<file path="config.mk">
export PLATFORM = sky130hd
export DESIGN_NAME = eq2_run_detector_flat
export DESIGN_NICKNAME = d
export VERILOG_FILES = /design/src/rtl/eq2_run_detector_if.sv /design/src/rtl/eq2_run_detector.sv /design/src/flat_wrapper.sv
export SDC_FILE = /design/constraint.sdc
export NUM_CORES = 1
export LEC_CHECK = 0
export CORE_AREA = 2 2 83 85
export CTS_BUF_LIST = sky130_fd_sc_hd__clkbuf_4 sky130_fd_sc_hd__clkbuf_8
export DETAILED_ROUTE_END_ITERATION = 7
export DIE_AREA = 0 0 85 87
export DONT_BUFFER_PORTS = 1
export PLACE_DENSITY = 0.47
export SYNTH_ARGS = -nofsm -noshare
export SYNTH_HDL_FRONTEND = slang
export SYNTH_SLANG_ARGS = --single-unit
</file>
<file path="constraint.sdc">
create_clock -name clk -period 2.1 [get_ports clk]
set_input_delay 0.105 -clock clk [delete_from_list [all_inputs] [get_ports clk]]
set_output_delay 0.105 -clock clk [all_outputs]
set_load 0.03 [all_outputs]
</file>
<file path="src/rtl/eq2_run_detector_if.sv">
// ---------------------------------------------------------------------------
// eq2_run_detector_if
// Stream bundle for the eq2 run detector: the operand-pair input stream and
// the run-length event output stream, each with its own valid/ready pair.
//
// Signals
//   in_valid     producer -> stage   input pair valid
//   in_ready     stage -> producer   stage can accept a pair
//   in_a, in_b   producer -> stage   2-bit operands
//   in_last      producer -> stage   final pair of a stream
//   out_valid    stage -> consumer   run event pending
//   out_ready    consumer -> stage   consumer accepts event
//   out_run_len  stage -> consumer   length of the terminated run (CW bits)
//
// Modports
//   master : the environment (drives the input stream and out_ready)
//   slave  : the detector itself
// ---------------------------------------------------------------------------
interface eq2_run_detector_if #(
   parameter int CW = 8
) ();

   logic          in_valid;
   logic          in_ready;
   logic [1:0]    in_a;
   logic [1:0]    in_b;
   logic          in_last;
   logic          out_valid;
   logic          out_ready;
   logic [CW-1:0] out_run_len;

   modport master (
      output in_valid,
      output in_a,
      output in_b,
      output in_last,
      output out_ready,
      input  in_ready,
      input  out_valid,
      input  out_run_len
   );

   modport slave (
      input  in_valid,
      input  in_a,
      input  in_b,
      input  in_last,
      input  out_ready,
      output in_ready,
      output out_valid,
      output out_run_len
   );

endinterface

</file>
<file path="src/rtl/eq2_run_detector.sv">
// ---------------------------------------------------------------------------
// eq2_run_detector
// Streaming stage placed directly after a 2-bit equality comparator. Each
// accepted operand pair is compared by an internal eq2 instance. Runs of
// consecutive equal pairs are counted; when a run of at least MIN_RUN pairs
// ends (by a mismatch or by an in_last beat) its length is offered as a
// single-slot event on the output stream. Saturating totals of equal and
// unequal accepted pairs are kept for status readout.
//
// Parameters
//   CW       width of run counter, event payload and totals (saturate at 2^CW-1)
//   MIN_RUN  minimum run length that produces an event (1 .. 2^CW-1)
//
// Ports
//   clk       single clock, rising edge
//   rst_n     asynchronous active-low reset
//   clear     synchronous clear of run state, pending event and totals
//   bus       input pair stream + run event stream (slave side)
//   eq_total  saturating count of accepted equal pairs
//   ne_total  saturating count of accepted unequal pairs
// ---------------------------------------------------------------------------

// ---------------------------------------------------------------------------
// eq2: 2-bit equality comparator (a, b -> aeqb), purely combinational.
// ---------------------------------------------------------------------------
module eq2 (
   input  logic [1:0] a,
   input  logic [1:0] b,
   output logic       aeqb
);

   // Both bit positions must agree.
   assign aeqb = (~(a[1] ^ b[1])) & (~(a[0] ^ b[0]));

endmodule

module eq2_run_detector #(
   parameter int CW      = 8,
   parameter int MIN_RUN = 3
) (
   input  logic                  clk,
   input  logic                  rst_n,
   input  logic                  clear,
   eq2_run_detector_if.slave     bus,
   output logic [CW-1:0]         eq_total,
   output logic [CW-1:0]         ne_total
);

   localparam logic [CW-1:0] CNT_MAX   = {CW{1'b1}};
   localparam logic [CW-1:0] CNT_ONE   = {{(CW-1){1'b0}}, 1'b1};
   localparam logic [CW-1:0] MIN_RUN_C = CW'(MIN_RUN);

   typedef enum logic [0:0] {
      IDLE = 1'b0,
      RUN  = 1'b1
   } state_t;

   // Registered state and outputs
   state_t        state_r;
   logic [CW-1:0] run_cnt_r;
   logic          out_valid_r;
   logic [CW-1:0] out_run_len_r;
   logic [CW-1:0] eq_total_r;
   logic [CW-1:0] ne_total_r;

   // Combinational helpers
   logic          aeqb_s;
   logic          in_ready_s;
   logic          accept_s;
   logic          pop_s;
   logic [CW-1:0] run_inc_s;
   logic          emit_s;
   logic [CW-1:0] emit_len_s;

   // Saturating increment shared by the run counter and both totals.
   function automatic logic [CW-1:0] sat_inc(input logic [CW-1:0] v);
      logic [CW-1:0] r;
      if (v == CNT_MAX) begin
         r = CNT_MAX;
      end else begin
         r = v + CNT_ONE;
      end
      return r;
   endfunction

   eq2 u_eq2 (
      .a    (bus.in_a),
      .b    (bus.in_b),
      .aeqb (aeqb_s)
   );

   // Handshake decode: single event slot, so input is blocked only while an
   // event is pending and the consumer is not taking it this cycle.
   always_comb begin
      in_ready_s = (~out_valid_r) | bus.out_ready;
      accept_s   = bus.in_valid & in_ready_s;
      pop_s      = out_valid_r & bus.out_ready;
      run_inc_s  = sat_inc(run_cnt_r);
   end

   // Event decision for the beat being accepted this cycle. An equal beat
   // only emits when it is the last of a stream (the run including it is
   // reported); an unequal beat emits the run that preceded it.
   always_comb begin
      emit_s     = 1'b0;
      emit_len_s = {CW{1'b0}};
      if (accept_s) begin
         if (aeqb_s) begin
            if (bus.in_last && (run_inc_s >= MIN_RUN_C)) begin
               emit_s     = 1'b1;
               emit_len_s = run_inc_s;
            end else begin
               emit_s     = 1'b0;
               emit_len_s = {CW{1'b0}};
            end
         end else begin
            if ((state_r == RUN) && (run_cnt_r >= MIN_RUN_C)) begin
               emit_s     = 1'b1;
               emit_len_s = run_cnt_r;
            end else begin
               emit_s     = 1'b0;
               emit_len_s = {CW{1'b0}};
            end
         end
      end else begin
         emit_s     = 1'b0;
         emit_len_s = {CW{1'b0}};
      end
   end

   // Run FSM, event slot and totals. clear outranks any accepted beat, which
   // is then consumed without effect.
   always_ff @(posedge clk or negedge rst_n) begin
      if (!rst_n) begin
         state_r       <= IDLE;
         run_cnt_r     <= {CW{1'b0}};
         out_valid_r   <= 1'b0;
         out_run_len_r <= {CW{1'b0}};
         eq_total_r    <= {CW{1'b0}};
         ne_total_r    <= {CW{1'b0}};
      end else if (clear) begin
         state_r       <= IDLE;
         run_cnt_r     <= {CW{1'b0}};
         out_valid_r   <= 1'b0;
         out_run_len_r <= {CW{1'b0}};
         eq_total_r    <= {CW{1'b0}};
         ne_total_r    <= {CW{1'b0}};
      end else begin
         // A new event overwrites a slot being popped in the same cycle.
         if (emit_s) begin
            out_valid_r   <= 1'b1;
            out_run_len_r <= emit_len_s;
         end else if (pop_s) begin
            out_valid_r   <= 1'b0;
         end else begin
            out_valid_r   <= out_valid_r;
         end

         if (accept_s) begin
            case (state_r)
               IDLE: begin
                  if (aeqb_s && !bus.in_last) begin
                     state_r   <= RUN;
                     run_cnt_r <= CNT_ONE;
                  end else begin
                     state_r   <= IDLE;
                     run_cnt_r <= {CW{1'b0}};
                  end
               end
               RUN: begin
                  if (aeqb_s && !bus.in_last) begin
                     state_r   <= RUN;
                     run_cnt_r <= run_inc_s;
                  end else begin
                     state_r   <= IDLE;
                     run_cnt_r <= {CW{1'b0}};
                  end
               end
               default: begin
                  state_r   <= IDLE;
                  run_cnt_r <= {CW{1'b0}};
               end
            endcase

            if (aeqb_s) begin
               eq_total_r <= sat_inc(eq_total_r);
            end else begin
               ne_total_r <= sat_inc(ne_total_r);
            end
         end
      end
   end

   assign bus.in_ready    = in_ready_s;
   assign bus.out_valid   = out_valid_r;
   assign bus.out_run_len = out_run_len_r;
   assign eq_total        = eq_total_r;
   assign ne_total        = ne_total_r;

endmodule
</file>
<file path="src/flat_wrapper.sv">
// flat-port wrapper written by rule: the top's interface ports become plain ports
module eq2_run_detector_flat 
#(
   parameter int CW      = 8,
   parameter int MIN_RUN = 3
)
  (clk, rst_n, clear, eq_total, ne_total, bus_in_valid, bus_in_a, bus_in_b, bus_in_last, bus_out_ready, bus_in_ready, bus_out_valid, bus_out_run_len);
  eq2_run_detector_if #(.CW(CW)) bus_i ();
  input  logic clk;
  input  logic rst_n;
  input  logic clear;
  output logic [CW-1:0] eq_total;
  output logic [CW-1:0] ne_total;
  input wire logic [$bits(bus_i.in_valid)-1:0] bus_in_valid;
  input wire logic [$bits(bus_i.in_a)-1:0] bus_in_a;
  input wire logic [$bits(bus_i.in_b)-1:0] bus_in_b;
  input wire logic [$bits(bus_i.in_last)-1:0] bus_in_last;
  input wire logic [$bits(bus_i.out_ready)-1:0] bus_out_ready;
  output wire logic [$bits(bus_i.in_ready)-1:0] bus_in_ready;
  output wire logic [$bits(bus_i.out_valid)-1:0] bus_out_valid;
  output wire logic [$bits(bus_i.out_run_len)-1:0] bus_out_run_len;
  assign bus_i.in_valid = bus_in_valid;
  assign bus_i.in_a = bus_in_a;
  assign bus_i.in_b = bus_in_b;
  assign bus_i.in_last = bus_in_last;
  assign bus_i.out_ready = bus_out_ready;
  assign bus_in_ready = bus_i.in_ready;
  assign bus_out_valid = bus_i.out_valid;
  assign bus_out_run_len = bus_i.out_run_len;
  eq2_run_detector #(.CW(CW), .MIN_RUN(MIN_RUN)) u_core (.clk(clk), .rst_n(rst_n), .clear(clear), .bus(bus_i), .eq_total(eq_total), .ne_total(ne_total));
endmodule
</file>
# Word level (Yosys, flattened, before mapping)
# Index checks and enable logic that the tools add are counted.
# op_classes
add_sub_neg,3
order_cmp,2
eq_ne,4
muxes,30
n_bitwise,10
reduce_logical,10
# op_table
op,count
$mux W8,18
$add A8 B1 Y8 const B,3
$eq A8 B8 Y1 const B,3
$ge A8 B2 Y1 const B,2
$pmux W8 S2,1
$mux W1,11
$reduce_bool A2 Y1,3
$not A1 Y1,4
$reduce_and A2 Y1,2
$and A1 B1 Y1,3
$logic_and A1 B1 Y1,3
$reduce_bool A3 Y1,1
$ne A2 B2 Y1 const B,1
$xor A1 B1 Y1,2
$logic_not A1 Y1,1
$or A1 B1 Y1,1
# totals
regBits,34
inputBits,10
out_inout_bits,26
word_cells,65

# Depth between registers and ports, before layout
# Gate-level depths: netlist (run 1).
# depth
depth_word,9
depth_mapped,10
depth_no_buf,7

# Hierarchy
# From an unflattened synthesis (run 1), not the netlist that was laid out.
# unflattened
cells_unflattened,239
area_unflattened_um2,2112.0
# modules_own_cells
mod,instances,cells_each,area_per_inst_um2
eq2_run_detector,1,236,2090.8
eq2,1,3,21.3

# Least setup slack after synthesis (run 1)
# No wires, ideal clock.
# synth_path
path_kind,register to register
startpoint,register u_core.run_cnt_r[0]
endpoint,"register u_core.out_run_len_r[3], in the netlist u_core.bus.out_run_len[3]"
setup_ns,0.078
t_arrival_ns,2.205
setup_slack_ns,-0.183
path_stages_with_launch,11
path_buffers,3
path_cell_list,dfrtp_1 > ha_1 > buf_6 > and4_4 > buf_6 > nor3_2 > a221oi_2 > or2_0 > buf_2 > or4_1 > a21oi_1
# synth_between
elab_chain_len,9
word_cells_on_any_way,18
cone_classes,1 x add/sub; 2 x order compare; 1 x eq/ne; 11 x mux; 3 x reduce/logical
# synth_lines
item,line,source
start: declaration,eq2_run_detector.sv:60,logic [CW-1:0] run_cnt_r;
start signal: assignment,eq2_run_detector.sv:136,run_cnt_r <= {CW{1'b0}};
start signal: assignment,eq2_run_detector.sv:143,run_cnt_r <= {CW{1'b0}};
start signal: assignment,eq2_run_detector.sv:167,run_cnt_r <= {CW{1'b0}};
$add A8 B1 Y8 or $eq A8 B8 Y1 (tied branches),"eq2_run_detector.sv:81, eq2_run_detector.sv:78",
$mux W8,eq2_run_detector.sv:78,if (v == CNT_MAX) begin
$ge A8 B2 Y1,eq2_run_detector.sv:109,if (bus.in_last && (run_inc_s >= MIN_RUN_C)) begin
$logic_and A1 B1 Y1,eq2_run_detector.sv:109,
$mux W8,eq2_run_detector.sv:109,
$mux W8,eq2_run_detector.sv:108,if (aeqb_s) begin
$mux W8,eq2_run_detector.sv:107,if (accept_s) begin
$mux W8,eq2_run_detector.sv:150,if (emit_s) begin
$mux W8,eq2_run_detector.sv:141,end else if (clear) begin
end signal: assignment,eq2_run_detector.sv:138,out_run_len_r <= {CW{1'b0}};
end signal: assignment,eq2_run_detector.sv:145,out_run_len_r <= {CW{1'b0}};
end signal: assignment,eq2_run_detector.sv:152,out_run_len_r <= emit_len_s;
end: declaration,eq2_run_detector.sv:62,logic [CW-1:0] out_run_len_r;
# Several ways; a longest one is shown, not always the timed one. The select of a mux whose other input is x is not followed.
# A chain may end at the register's enable or synchronous reset.

# Final worst setup path (run 1)
# layout_path
startpoint,register u_core.run_cnt_r[7]
endpoint,"register u_core.out_run_len_r[5], in the netlist u_core.bus.out_run_len[5]"
# Same word-level chain as after synthesis.

==> results of run 1 <==
registers in the layout, summed over array words and instances, names as in the netlist:
name                    flops
u_core.bus.out_run_len      8
u_core.run_cnt_r            8
u_core.state_r              1
u_core.ne_total             8
u_core.bus.out_valid        1
u_core.eq_total             8
worst max path at each step:
| stage | from | to | cells after the start |
|---|---|---|---|
| floorplan | u_core.run_cnt_r[0]$_DFFE_PN0P_ | u_core.bus.out_run_len[2]$_DFFE_PN0P_ | 9 |
| global placement | u_core.run_cnt_r[7]$_DFFE_PN0P_ | u_core.bus.out_run_len[5]$_DFFE_PN0P_ | 6 |
| detailed placement | u_core.run_cnt_r[0]$_DFFE_PN0P_ | u_core.bus.out_run_len[7]$_DFFE_PN0P_ | 7 |
| CTS | u_core.run_cnt_r[0]$_DFFE_PN0P_ | u_core.bus.out_run_len[5]$_DFFE_PN0P_ | 7 |
| global route | u_core.run_cnt_r[7]$_DFFE_PN0P_ | u_core.bus.out_run_len[5]$_DFFE_PN0P_ | 6 |
| finish | u_core.run_cnt_r[7]$_DFFE_PN0P_ | u_core.bus.out_run_len[5]$_DFFE_PN0P_ | 6 |
stage by stage:
step                TNS, ps  total power, mW  setup slack [ps]
floorplan            -293.3           0.7768            -105.1
global placement     -60.45           0.8191            -20.74
detailed placement   -247.6           0.8183            -56.38
CTS                  -8.801            1.350            -5.815
global route         -716.2            1.398            -116.6
finish               -59.28            1.336            -31.55
layout by cell type (no fill, tap or decap), types with 5 or more instances in the layout:
cell / netlist / routed
nor2_1: 32 / 31
o21ai_0: 10 / 9
nand2_1: 23 / 23
nand3_1: 16 / 16
nand4_1: 6 / 6
buf_4: 0 / 48
clkbuf_8: 0 / 5
dfrtp_1: 34 / 33
a31oi_1: 8 / 8
mux2i_1: 5 / 5
a21oi_1: 16 / 16
nor3_1: 13 / 13
report_power, final:
group / switching (mW) / internal [mW]
sequential: 0.00687 / 0.662
combinational: 0.114 / 0.0591
clock: 0.252 / 0.241
total: 0.374 / 0.962
cells by family (layout without fill, tap and decap cells):
| family | after synthesis | in the layout | share of synthesized area [%] |
|---|---|---|---|
| buffers and inverters | 19 | 63 | 4.824 |
| adders and majority gates | 3 | 3 | 1.703 |
| DFF | 34 | 34 | 38.59 |
| muxes | 7 | 7 | 3.632 |
| AOI/OAI and AO/OA | 69 | 69 | 22.76 |
| xor gates and xnor gates | 2 | 2 | 0.7947 |
| and+or+nand+nor | 120 | 120 | 27.70 |
cell type report:
type	count	area (µm²)	share of cell area, %
clock buffers	6	76.32	2.743
clock inverters	1	7.507	0.2698
inverters	3	11.26	0.4047
multi-input cells	201	1314	47.21
flip-flops and latches	34	852.1	30.62
well taps	80	100.1	3.597
repair buffers	53	421.7	15.15
layer usage:
layer | track usage, % | up-vias
met1 | 22.86 | 1063
met3 | 4.455 | 7
met5 | 0 | -
met2 | 31.11 | 63
met4 | 5.339 | 0
li1 | - | 1039
what timing repair did:
| action | in CTS | in global routing |
|---|---|---|
| buffers inserted | 0 | 1 |
| setup endpoints to repair | 8 | 9 |
| pin swaps | 3 | 3 |
| gates resized for setup | 4 | 9 |
| hold buffers | 4 | 0 |
| hold endpoints to repair | 57 | 0 |
cell usage after synthesis (all sizes together) (3+ instances only):
cell	instances	share of area, %
o22ai	5	1.4
nand2	23	3.9
and4	3	1.3
a211oi	4	1.4
dfrtp	34	39
nand3	16	3.6
a21oi	16	3.6
mux2i	5	2.3
nor2	32	5.4
nor3	14	3.4
o41ai	3	1.9
and3	4	1.1
nor3b	3	1.0
nand4	6	1.7
buf	8	3.0
a211o	3	1.2
or2	3	0.85
inv	3	0.51
clkbuf	8	1.4
a22o	3	1.2
a31oi	8	2.3
o21ai	12	3.4
nand2b	3	0.85
and2	3	0.85
ha	3	1.7
worst reg2reg max path, cell delays in order, from the launching register on:
cell     delay, ps
dfrtp_1        380
or4_4          550
o41ai_4        280
or2b_4         210
o21ai_2         80
o21ai_4        210
mux2_4         310
==> impl_metrics.json, run 1 <==
{
  "outcome": "complete, but fails checks",
  "violations": "setup timing",
  "finalWeightedCongestion": 0.8528,
  "rows": 30,
  "arrival_ps": 2300,
  "wl_met1_mm": 2.957,
  "end_kind": "flop",
  "dr_wl_met3_um": 374,
  "synth_seq_area_share_pct": 38.59,
  "yosysUniqueCellTypes": 53,
  "post-route-min-period_ps": 2132,
  "drv_cap": 0,
  "hp-class": "input port to flop",
  "cts_tree": "yes",
  "routed_wl_mm": 6.655,
  "gr-total-overflow": 0,
  "initial_core_util_pct": 33.56,
  "critical_path.cell_chain": "or4_4, o41ai_4, or2b_4, o21ai_2, o21ai_4, mux2_4",
  "dpl.hpwl_mm": 4.772,
  "post-route-util_pct": 42.36,
  "tightest_slew_ps": 935.0,
  "ctsHtreeMaxLevel": 2,
  "r2r_cells": 6,
  "setup_violations": 3,
  "hold_path_end": "u_core.state_r$_DFFE_PN0P_",
  "grt_max_degree": 35,
  "path_clk_slew_ps": 70,
  "viasPerCell": 5.746,
  "required_ps": 2270,
  "crit_path_top_delay_cell": "or4_4",
  "die_w_um": 85,
  "fmax_mhz": 469.1,
  "rsz0062_at_grt": "yes",
  "worstHoldPathCells": 2,
  "fin_crit_sh_pct": 101.5,
  "worstSetupStartpointType": "flop",
  "portBuffers": 0,
  "critical_path_buf_inv_count": 0,
  "path_class": "flop to flop",
  "power_density_nw_per_um2": 480.0,
  "drc": 0,
  "via_count": 2172,
  "synth_edf_count": 0,
  "ant_nets": 0,
  "drv_slew": 0,
  "fin_worst_skew_ps": 6.224,
  "clock_latency_ps": 290,
  "area_growth_pct": 26.22,
  "path_max_fanout": 4,
  "leakagePower_nw": 1.177,
  "synthesis.area_um2": 2205,
  "n_antenna_cell": 0,
  "syn_avg_cell_area_um2": 8.680,
  "worst_slack_ps": -31.55,
  "synth_ff_type": "dfrtp_1",
  "synthArstFlopShare_pct": 100.0,
  "r2r_end": "u_core.bus.out_run_len[5]$_DFFE_PN0P_",
  "ir_worst_vdd_mv": 0.2378,
  "place_inst": 366,
  "r2r_start": "u_core.run_cnt_r[7]$_DFFE_PN0P_",
  "ctsLongestPathBuffers": 2,
  "whs_ps": 91.22,
  "dr.first_iter.drc_count": 137,
  "cts.sinks": 34,
  "die_h_um": 87,
  "placed_area_um2": 2575,
  "cts-root-buf": "clkbuf_8",
  "dieArea_um2": 7395,
  "yosysWarnings": 0,
  "track_usage_pct": 18.21,
  "design_area_um2": 2783,
  "fillers": 648,
  "topRoutingLayerUsed": "met4",
  "slowest_delay_ps": 550,
  "synth_seq_cells": 34,
  "layoutNonFillerInstCount": 378,
  "timing_hold_violations_final": 0,
  "grt_pass1_wl_mm": 10.62,
  "routed-wl-met2_mm": 3.244,
  "fp.coreArea_um2": 6569,
  "firstDrtPassIters": 4,
  "cts_made_buffers": 5,
  "io_pins": 36,
  "slew_headroom_pct": 37.46,
  "r2r_setup_slack_ps": -30,
  "syn_nets": 267,
  "drive_above_1_share_pct": 26.85,
  "syn_inst": 254,
  "nNetsFinal": 311,
  "min_from": "bus_in_last",
  "grt_antenna_before_repair": 0,
  "critical-path-top-delay-family": "simple AND/OR/NAND/NOR gates",
  "grt_pass1_vias": 2057,
  "wl_per_cell_um": 17.61
}
Note: power is estimated with default switching activity, not from simulation.
==> inputs of run 2 (changes only) <==
- CORE_AREA: 2 2 83 85 -> 2 2 116 62
- DIE_AREA: 0 0 85 87 -> 0 0 118 64
- MAX_ROUTING_LAYER: not set -> met4
- PLACE_DENSITY: 0.47 -> 0.46
==> run 2 against run 1 <==
The flow still finishes with violations (setup timing); sequential power about the same; final area up 6.3%; non-clock buffer count up 12; die area up 2.1%; register-to-register slack worse by 60 ps; wire length up 9.4%; sequential share of layout area down 1.8 points; clock skew about the same; final cell count up 6.6%; critical path depth unchanged; global-route usage up 2.4 points; hold slack worse by 54 ps; critical path type unchanged.
==> impl_metrics.json, run 2 (synthesis gave the netlist of run 1 again) <==
{
  "outcome": "complete, but fails checks",
  "violations": "setup timing",
  "n_antenna_cell": 0,
  "grt_max_degree": 35,
  "wl_per_cell_um": 18.07,
  "fillers": 628,
  "setup_violations": 8,
  "track_usage_pct": 20.60,
  "power.share.clock_pct": 38.1,
  "dr.first_iter.drc_count": 236,
  "arrival_ps": 2370,
  "worstSetupStartpointType": "flop",
  "ant_nets": 0,
  "viasPerCell": 5.613,
  "p_int_mw": 1.003,
  "drc": 0,
  "slew_headroom_pct": 33.00,
  "mostFrequentLayoutCell": "buf_4",
  "power_density_nw_per_um2": 467.3,
  "cts-root-buf": "clkbuf_8",
  "via_count": 2262,
  "final_cell_mix": "buf_4 (57), dfrtp_1 (33), nor2_1 (30)",
  "leakagePower_nw": 1.274,
  "worst_slack_ps": -87.19,
  "place_inst": 383,
  "dpl.hpwl_mm": 5.380,
  "drv_slew": 0,
  "ctsHtreeMaxLevel": 2,
  "required_ps": 2280,
  "fin_worst_skew_ps": 5.898,
  "nNetsFinal": 323,
  "timing_hold_violations_final": 0,
  "io_pins": 36,
  "cts_tree": "yes",
  "crit_path_top_delay_cell": "or4_4",
  "firstDrtPassIters": 5,
  "routed_wl_mm": 7.282,
  "cts_made_buffers": 5,
  "area_growth_pct": 34.11,
  "grt_antenna_before_repair": 0,
  "die_w_um": 118,
  "initial_core_util_pct": 33.97,
  "rsz0062_at_grt": "yes",
  "fp.coreArea_um2": 6490,
  "drive_above_1_share_pct": 32.48,
  "gr-total-overflow": 0,
  "ir_worst_vdd_mv": 0.2430,
  "fin_crit_sh_pct": 104.2,
  "portBuffers": 0,
  "path_clk_slew_ps": 70,
  "seqPwrFrac_pct": 48.5,
  "grt_pass1_vias": 2105,
  "slowest_delay_ps": 560,
  "end_kind": "flop",
  "path_max_fanout": 3,
  "rows": 21,
  "post-route-min-period_ps": 2187,
  "p_sw_mw": 0.3784,
  "dieArea_um2": 7552,
  "combPwrFrac_pct": 13.4,
  "fmax_mhz": 457.2,
  "design_area_um2": 2957,
  "hp-class": "input port to flop",
  "grt_pass1_wl_mm": 11.61,
  "placed_area_um2": 2628,
  "swShare_pct": 27.39,
  "drv_cap": 0,
  "cts.sinks": 34,
  "finalWeightedCongestion": 0.9023,
  "ctsLongestPathBuffers": 2,
  "critical_path.cell_chain": "or4_4, o41ai_4, or2b_4, o21ai_2, o21ai_4, mux2_4",
  "die_h_um": 64,
  "clock_latency_ps": 290,
  "tightest_slew_ps": 1002,
  "path_class": "flop to flop",
  "layoutNonFillerInstCount": 403
}
-- run 2: per-stage QoR --
step           setup TNS (ps)  util [%]  total power [mW]  hold WS (ps)  setup slack, ps
2_1_floorplan          -293.3         -            0.7768        -190.6           -105.1
3_3_place_gp           -307.9     40.49            0.8290        -189.5           -110.8
3_5_place_dp           -794.7     40.49            0.8270        -189.2           -153.4
4_1_cts                -167.3     43.47             1.396         27.43           -47.28
5_1_grt                -985.2     45.56             1.452         48.74           -152.8
6_report               -343.8     45.56             1.382         37.31           -87.19
-- run 2: layer usage --
layer	track usage (%)	part of all wire (%)
met4	3.614	0.45
met1	32.21	52
met3	10.09	14
met5	-	0
met2	22.02	34
-- run 2: final cells by class --
cell class,count,area [µm²],area share (%)
clock inverters,1,5.005,0.1693
multi-input cells,201,1359,45.96
flip-flops and latches,34,852.1,28.82
repair buffers,65,524.3,17.73
clock buffers,7,90.09,3.047
well taps,92,115.1,3.893
inverters,3,11.26,0.3809
-- run 2: worst paths after layout --
| path | to | start | slack (ps) | depth (start not counted) |
|---|---|---|---|---|
| worst max-delay path | u_core.bus.out_run_len[2]$_DFFE_PN0P_ | u_core.run_cnt_r[7]$_DFFE_PN0P_ | -90 | 6 |
| worst min-delay path | u_core.state_r$_DFFE_PN0P_ | bus_in_last | 40 | 2 |
| worst max register to register | u_core.bus.out_run_len[2]$_DFFE_PN0P_ | u_core.run_cnt_r[7]$_DFFE_PN0P_ | -90 | 6 |
| worst min register to register | u_core.run_cnt_r[2]$_DFFE_PN0P_ | u_core.run_cnt_r[2]$_DFFE_PN0P_ | 600 | 2 |
| max in group asynchronous | u_core.run_cnt_r[7]$_DFFE_PN0P_ | rst_n | 1670 | 2 |
| min in group asynchronous | u_core.run_cnt_r[3]$_DFFE_PN0P_ | rst_n | 240 | 2 |
-- run 2: timing repair --
action                                 CTS  global route
gates cloned                             0             0
buffers inserted                         5             5
gates resized for setup                  5            19
endpoints found under the hold margin   57             0
hold buffers                             3             0
pin swaps                                5            13
setup endpoints to repair                9            10
-- run 2: power by group through the flow --
stage | clock, mW | combinational [mW] | sequential (mW)
after detailed placement | 0 | 0.145 | 0.682
after global routing | 0.580 | 0.203 | 0.670
final | 0.527 | 0.185 | 0.670
after global placement | 0 | 0.147 | 0.682
after CTS | 0.551 | 0.177 | 0.669
after floorplan | 0 | 0.0777 | 0.699
-- run 2: worst max-delay path, delay by kind of cell, from the launching register on --
kind | cells | cell delay [ps]
and+or+nand+nor | 2 | 750
AOI/OAI and AO/OA | 3 | 620
DFF | 1 | 390
muxes | 1 | 310
==> inputs of run 3 (changes only) <==
- clock period: 2.1 -> 1.89 ns (I/O delays scaled with it)
==> run 3 against run 2 <==
The run ends with hold timing, setup timing left; highest routed layer unchanged; sequential power is 11% higher; fmax is 1.1% higher; power is 11% higher.
==> impl_metrics.json, run 3 (synthesis gave the netlist of run 1 again) <==
{
  "outcome": "complete, but fails checks",
  "violations": "hold timing, setup timing",
  "dr.first_iter.drc_count": 186,
  "tightest_slew_ps": 567.0,
  "fillers": 631,
  "rows": 21,
  "fmax_mhz": 462.3,
  "drive_above_1_share_pct": 31.63,
  "ctsHtreeMaxLevel": 2,
  "use_met2_pct": 22.24,
  "grt_pass1_wl_mm": 11.66,
  "dpl.hpwl_mm": 5.421,
  "dieArea_um2": 7552,
  "layoutNonFillerInstCount": 405,
  "power_density_nw_per_um2": 526.7,
  "placed_area_um2": 2703,
  "track_usage_pct": 20.60,
  "ant_nets": 0,
  "required_ps": 2080,
  "crit_path_top_delay_cell": "dfrtp_2",
  "portBuffers": 0,
  "fin_crit_sh_pct": 114.5,
  "fp.coreArea_um2": 6490,
  "path_class": "flop to flop",
  "drv_cap": 0,
  "cts-root-buf": "clkbuf_8",
  "drc": 0,
  "via_count": 2199,
  "critical_path.cell_chain": "ha_4, and4_4, nand4b_1, a221oi_4, nor2_4, o21ai_4, mux2_4",
  "setup_violations": 9,
  "critical-path-top-delay-family": "compound AO/OA/AOI/OAI gates",
  "nNetsFinal": 325,
  "grt_pass1_vias": 2085,
  "timing_hold_violations_final": 22,
  "worst_slack_ps": -273.1,
  "fin_setup_tns_ps": -1826,
  "firstDrtPassIters": 4,
  "cts.sinks": 34,
  "rsz0062_at_grt": "yes",
  "cts_tree": "yes",
  "worstSetupStartpointType": "flop",
  "ctsLongestPathBuffers": 2,
  "post-route-min-period_ps": 2163,
  "design_area_um2": 2912,
  "ir_worst_vdd_mv": 0.2320,
  "whs_ps": -135.7,
  "met3_usage_pct": 10.71,
  "grt_antenna_before_repair": 0,
  "arrival_ps": 2350,
  "die_w_um": 118,
  "hp-class": "input port to flop",
  "n_antenna_cell": 0,
  "cts_made_buffers": 5,
  "ctsHoldBuffers": 3,
  "finalWeightedCongestion": 0.9561,
  "final_cell_mix": "buf_4 (63), dfrtp_1 (32), nor2_1 (31)",
  "initial_core_util_pct": 33.97,
  "grtUsageMet1_pct": 31.96,
  "post-route-util_pct": 44.86,
  "die_h_um": 64,
  "path_clk_slew_ps": 80,
  "fin_worst_skew_ps": 8.253,
  "power.total_mw": 1.534,
  "wl_per_cell_um": 17.75,
  "grt_max_degree": 35,
  "path_max_fanout": 6,
  "gr-total-overflow": 0,
  "area_growth_pct": 32.07,
  "routed_wl_mm": 7.188,
  "io_pins": 36,
  "leakagePower_nw": 1.243,
  "critical_path_buf_inv_count": 0,
  "pre_cts_ws_ps": -367.2,
  "mostFrequentLayoutCell": "buf_4",
  "place_inst": 393,
  "viasPerCell": 5.430,
  "slew_headroom_pct": 62.06,
  "end_kind": "flop",
  "slowest_delay_ps": 430,
  "drv_slew": 0,
  "clock_latency_ps": 290,
  "grt-busiest-layer": "met1"
}
==> run 3: cell types whose count changed in the layout (fill, tap and decap cells not counted), moves of 2 or more <==
cell and change:
buf_4 +6, buf_6 -4, nor2_2 -2, nor3_1 +2
nor3_2 -2, o41ai_4 -2
==> run 3: where the power goes <==
| group | total, mW | internal (mW) | switching (mW) |
|---|---|---|---|
| clock network | 0.597 | 0.309 | 0.289 |
| registers | 0.745 | 0.736 | 0.00837 |
| logic | 0.192 | 0.0707 | 0.121 |
| total | 1.53 | 1.12 | 0.418 |
==> run 3: per-layer routing <==
| layer | part of all wire [%] | wire, µm | vias up |
|---|---|---|---|
| li1 | - | - | 1072 |
| met1 | 52 | 3743 | 1016 |
| met2 | 33 | 2384 | 107 |
| met3 | 14 | 1036 | 4 |
| met4 | 0.33 | 24 | 0 |
| met5 | 0 | 0 | - |
==> run 3: worst reg2reg max path, cell delays in order (launching register included) <==
cell and delay [ps]:
dfrtp_2 430, ha_4 180, and4_4 260, nand4b_1 190, a221oi_4 390, nor2_4 80
o21ai_4 210, mux2_4 310
==> run 3: final timing paths <==
path	start	end	slack, ps	depth (start not counted)
worst max-delay path	u_core.run_cnt_r[0]$_DFFE_PN0P_	u_core.bus.out_run_len[2]$_DFFE_PN0P_	-270	7
worst min-delay path	clear	u_core.ne_total[0]$_DFFE_PN0P_	-140	1
worst max register to register	u_core.run_cnt_r[0]$_DFFE_PN0P_	u_core.bus.out_run_len[2]$_DFFE_PN0P_	-270	7
worst min register to register	u_core.ne_total[3]$_DFFE_PN0P_	u_core.ne_total[3]$_DFFE_PN0P_	640	2
max in group asynchronous	rst_n	u_core.ne_total[4]$_DFFE_PN0P_	1460	2
min in group asynchronous	rst_n	u_core.run_cnt_r[3]$_DFFE_PN0P_	230	2
==> run 3: final cells by class <==
type / instances / area (µm²) / share of cell area, %
multi-input combinational: 201 / 1313 / 45.08
sequential: 34 / 853.3 / 29.31
timing repair buffer: 67 / 524.3 / 18.01
tap: 92 / 115.1 / 3.954
clock buffer: 7 / 90.09 / 3.094
inverter: 3 / 11.26 / 0.3868
clock inverter: 1 / 5.005 / 0.1719
==> run 3: what timing repair did <==
action / in CTS / in global routing
resized for setup: 6 / 10
pin swaps: 8 / 6
setup buffers: 1 / 0
setup endpoints to repair: 9 / 11
endpoints found under the hold margin: 57 / 22
